### src/rtl/pipe_reg_chain.sv
// Elastic register pipeline: STAGES valid/ready stages with bubble collapsing, flush and occupancy.
// Optional stall counter port stall_cnt is built only when PIPE_STALL_CNT_EN is defined.
module pipe_reg_chain #(
  parameter int DATA_WIDTH = 8,
  parameter int STAGES     = 4,
  localparam int CW        = $clog2(STAGES + 1)
) (
  input  logic                  clk,
  input  logic                  rst_,
  input  logic                  flush,
  input  logic                  in_valid,
  input  logic [DATA_WIDTH-1:0] in_data,
  output logic                  in_ready,
  output logic                  out_valid,
  output logic [DATA_WIDTH-1:0] out_data,
  input  logic                  out_ready,
  output logic [CW-1:0]         occupancy
`ifdef PIPE_STALL_CNT_EN
  ,
  output logic [15:0]           stall_cnt
`endif
);

  // Handshake: a word moves across a boundary on the edge where valid & ready are both 1.
  logic [STAGES-1:0]     r_v;
  logic [DATA_WIDTH-1:0] r_d [STAGES];

  logic [STAGES-1:0]     w_rdy;
  logic [STAGES-1:0]     w_vin;
  logic [DATA_WIDTH-1:0] w_din [STAGES];
  logic [CW-1:0]         w_occ;

  // Stage i can load when it is empty or anything downstream of it can move.
  always_comb begin
    logic acc;
    acc   = out_ready;
    w_rdy = '0;
    for (int i = STAGES - 1; i >= 0; i--) begin
      acc      = acc | !r_v[i];
      w_rdy[i] = acc;
    end
  end

  always_comb begin
    w_vin    = '0;
    w_vin[0] = in_valid;
    w_din[0] = in_data;
    for (int i = 1; i < STAGES; i++) begin
      w_vin[i] = r_v[i-1];
      w_din[i] = r_d[i-1];
    end
  end

  always_comb begin
    logic [CW-1:0] cnt;
    cnt = '0;
    for (int i = 0; i < STAGES; i++) begin
      cnt = cnt + CW'(r_v[i]);
    end
    w_occ = cnt;
  end

  always_ff @(posedge clk or negedge rst_) begin
    if (!rst_) begin
      r_v <= '0;
      for (int i = 0; i < STAGES; i++) begin
        r_d[i] <= '0;
      end
    end else if (flush) begin
      r_v <= '0;
    end else begin
      for (int i = 0; i < STAGES; i++) begin
        if (w_rdy[i]) begin
          r_v[i] <= w_vin[i];
          // Payload only moves with a valid word so a drained stage keeps its last data.
          if (w_vin[i]) begin
            r_d[i] <= w_din[i];
          end
        end
      end
    end
  end

  assign in_ready  = w_rdy[0] & !flush;
  assign out_valid = r_v[STAGES-1] & !flush;
  assign out_data  = r_d[STAGES-1];
  assign occupancy = w_occ;

`ifdef PIPE_STALL_CNT_EN
  logic [15:0] r_stall;

  always_ff @(posedge clk or negedge rst_) begin
    if (!rst_) begin
      r_stall <= '0;
    end else if (flush) begin
      r_stall <= '0;
    end else if (r_v[STAGES-1] && !out_ready && (r_stall != 16'hFFFF)) begin
      r_stall <= r_stall + 16'd1;
    end
  end

  assign stall_cnt = r_stall;
`endif

endmodule

### config.mk
export PLATFORM = sky130hd
export DESIGN_NAME = pipe_reg_chain
export DESIGN_NICKNAME = d
export VERILOG_FILES = /design/src/rtl/pipe_reg_chain.sv
export SDC_FILE = /design/constraint.sdc
export NUM_CORES = 1
export LEC_CHECK = 0
export BUFFER_PORTS_ARGS = -buffer_cell sky130_fd_sc_hd__buf_2
export CORE_ASPECT_RATIO = 0.8
export CORE_MARGIN = 5
export CORE_UTILIZATION = 45
export CTS_BUF_LIST = sky130_fd_sc_hd__clkbuf_8
export DETAILED_ROUTE_END_ITERATION = 8
export PLACE_DENSITY_LB_ADDON = 0.3
export SLEW_MARGIN = 15
export SYNTH_ARGS = -nofsm -noshare
export SYNTH_HDL_FRONTEND = slang
export SYNTH_SLANG_ARGS = --single-unit
export TNS_END_PERCENT = 5
### constraint.sdc
create_clock -name clk -period 3.9 [get_ports clk]
set_clock_uncertainty 0.1 [all_clocks]
set_input_delay 0.39 -clock clk [delete_from_list [all_inputs] [get_ports clk]]
set_output_delay 0.39 -clock clk [all_outputs]
set_load 0.01 [all_outputs]
==> impl_metrics.toml <==
[cts]
postCtsSetupBuffers = 0
htree_levels = 2
cts_tree = "built"
cts_num_sinks = 36
hold_buffers = 0
clk_latency_ns = 0.27
cts_buffers = 5
cts_max_path_buffers = 2
clk_pin_slew_ns = 0.06
cts-root-buf = "clkbuf_8"
post_cts_resized = 0

[flow_run]
cap_violations = 0

[setup_path]
r2r_cells = 3
cp-end-kind = "output pin"
timing.rr.start = "r_v[2]$_DFFE_PN0P_"
cp.required_ns = 3.41
crit_fanout = 5
worstSetupPathType = "flip-flop to output pin"
arrival_ns = 1.92
r2r_end = "r_d[23]$_DFFE_PN0P_"
r2r_slack_ns = 2.03
cp-start-kind = "flip-flop"

[logic_synthesis]
syn_area_um2 = 1548
synthAdderAreaFrac = 0.02910
synthSimpleGateAreaFrac = 0.04365
synth-compound-area-share = 0.02183
synth_edf_count = 0
async_flop_share = 1.000
synth_top_flop_cell = "dfrtp_1"
synth_xor_area_frac = 0
avgSynthCellArea_um2 = 14.74
syn_nets = 121
ys.warnings.count = 0
post_synth_num_cell_types = 19
synthMuxAreaShare = 0.2522
syn_inst = 105
seq_area_frac_synth = 0.5821
synth_top_family_by_area = "multiplexers"
ys_seq_elements = 36

[layout]
nNetsFinal = 141
area.growth.synth_to_final_pct = 11.40
final_common_cell = "dfrtp_1"
final_cell_area_um2 = 1724
diodes = 0
n_fill_cell = 307
drive_gt1_frac = 0.5238
final_cell_mix = "dfrtp_1 (36), buf_2 (25), mux2_2 (24), mux2_4 (8)"

[power]
vdd.ir_drop.worst_mv = 0.2444
p_leak_nw = 0.8702
power_density_nw_per_um2 = 563.7

[sta]
hold_viol_final = 0
slew_violations = 0
fin_setup_tns_ns = 0
tightest_slew_ns = 0.7800
slew_headroom = 0.4800
clock.fmax_mhz = 414.9
rsz0062_at_grt = "false"
min_period_ns = 2.410
finalSetupViolCount = 0
post-route-period-util = 0.6180
setup_ws_ns = 1.490

[floorplan]
io_pins = 26
die_w_um = 75.57
initial_utilization = 0.4585
core_um2 = 3376
die_h_um = 62.46
rows = 19
die-area_um2 = 4720

[routing]
dr.first_iter.drc_count = 19
routed_wl_um = 2324
wl_per_cell_um = 13.83
via_per_inst = 4.738
first_pass_iters = 4
remaining_drc_errors = 0
ant_nets = 0
vias = 796

[global_routing]
grt_usage = 0.1156
grt_antenna_before_repair = 0
grt_pass1_wl_um = 4112
overflow = 0
first_global_vias = 870
grt_max_degree = 37

[place]
port_buffers = 25
hpwl_um = 1736
pre_cts_slack_ns = 1.771
place_area_um2 = 1634
gp_congestion = 0.6987

[status]
status = "finished clean"

[min_path]
hp-class = "input port to async pin"
[report_power, final]
part / switching, W / internal (W) / leakage, nW
Combinational: 0.0000696 / 0.000119 / 0.372
Sequential: 0.0000546 / 0.000476 / 0.445
Clock: 0.000115 / 0.000139 / 0.0538
[through the flow]
stage                 util  hold slack, ns  power [W]  instances
floorplan                -       -0.005591  0.0006955        105
global placement    0.4841          0.3839  0.0007148        160
detailed placement  0.4841          0.3923  0.0007311        160
CTS                 0.5107          0.1097  0.0009913        168
global route        0.5107          0.1537   0.001040        168
finish              0.5107         0.09460  0.0009719        168
[cells in the mapped netlist (2+ instances only)]
cell type | n | area [µm²]
buf_4 | 8 | 60.06
a21oi_1 | 3 | 15.01
dfrtp_1 | 36 | 900.9
ha_1 | 2 | 25.02
mux2_4 | 8 | 120.1
nor2_1 | 7 | 26.28
mux2_2 | 24 | 270.3
inv_1 | 5 | 18.77
buf_6 | 2 | 22.52
[worst max-delay path: stages, from the launching register on]
cell     delay (ns)
dfrtp_1        0.42
inv_1          0.10
fa_1           0.54
inv_1          0.04
ha_1           0.17
ha_1           0.26
buf_2          0.14
[state kept, by name, summed over array words and instances, names as in the netlist]
name      flops
r_v           4
out_data      8
r_d          24
[logic make-up (layout without fill, tap and decap cells)]
group,count (synthesis),after routing
AND/OR/NAND/NOR,12,12
buffers and inverters,17,38
multiplexers,32,32
flip-flops,36,36
AO/OA/AOI/OAI,5,5
adder cells (fa/ha/maj),3,3
[metal layers]
metal / wire (µm) / GRT usage / share of wire
met1: 1118 / 0.1613 / 0.48
met4: 0 / 0.03930 / 0
met2: 1074 / 0.1627 / 0.46
met5: 0 / 0 / 0
met3: 131 / 0.04662 / 0.056
[worst max-delay path by stage]
stage	depth (start not counted)	startpoint	to
2_1_floorplan	5	r_v[0]$_DFFE_PN0P_	occupancy[1]
3_3_place_gp	6	r_v[0]$_DFFE_PN0P_	occupancy[1]
3_5_place_dp	6	r_v[0]$_DFFE_PN0P_	occupancy[1]
4_1_cts	6	r_v[0]$_DFFE_PN0P_	occupancy[1]
5_1_grt	6	r_v[0]$_DFFE_PN0P_	occupancy[1]
6_report	6	r_v[0]$_DFFE_PN0P_	occupancy[1]
[area by class of cell]
class | count | area, µm² | share of cell area
clock inverter | 2 | 7.507 | 0.004354
inverter | 5 | 18.77 | 0.01089
tap | 42 | 52.55 | 0.03048
multi-input combinational | 52 | 536.8 | 0.3113
clock buffer | 6 | 82.58 | 0.04790
timing repair buffer | 25 | 125.1 | 0.07257
sequential | 36 | 900.9 | 0.5225
(Power assumes the default switching activity.)
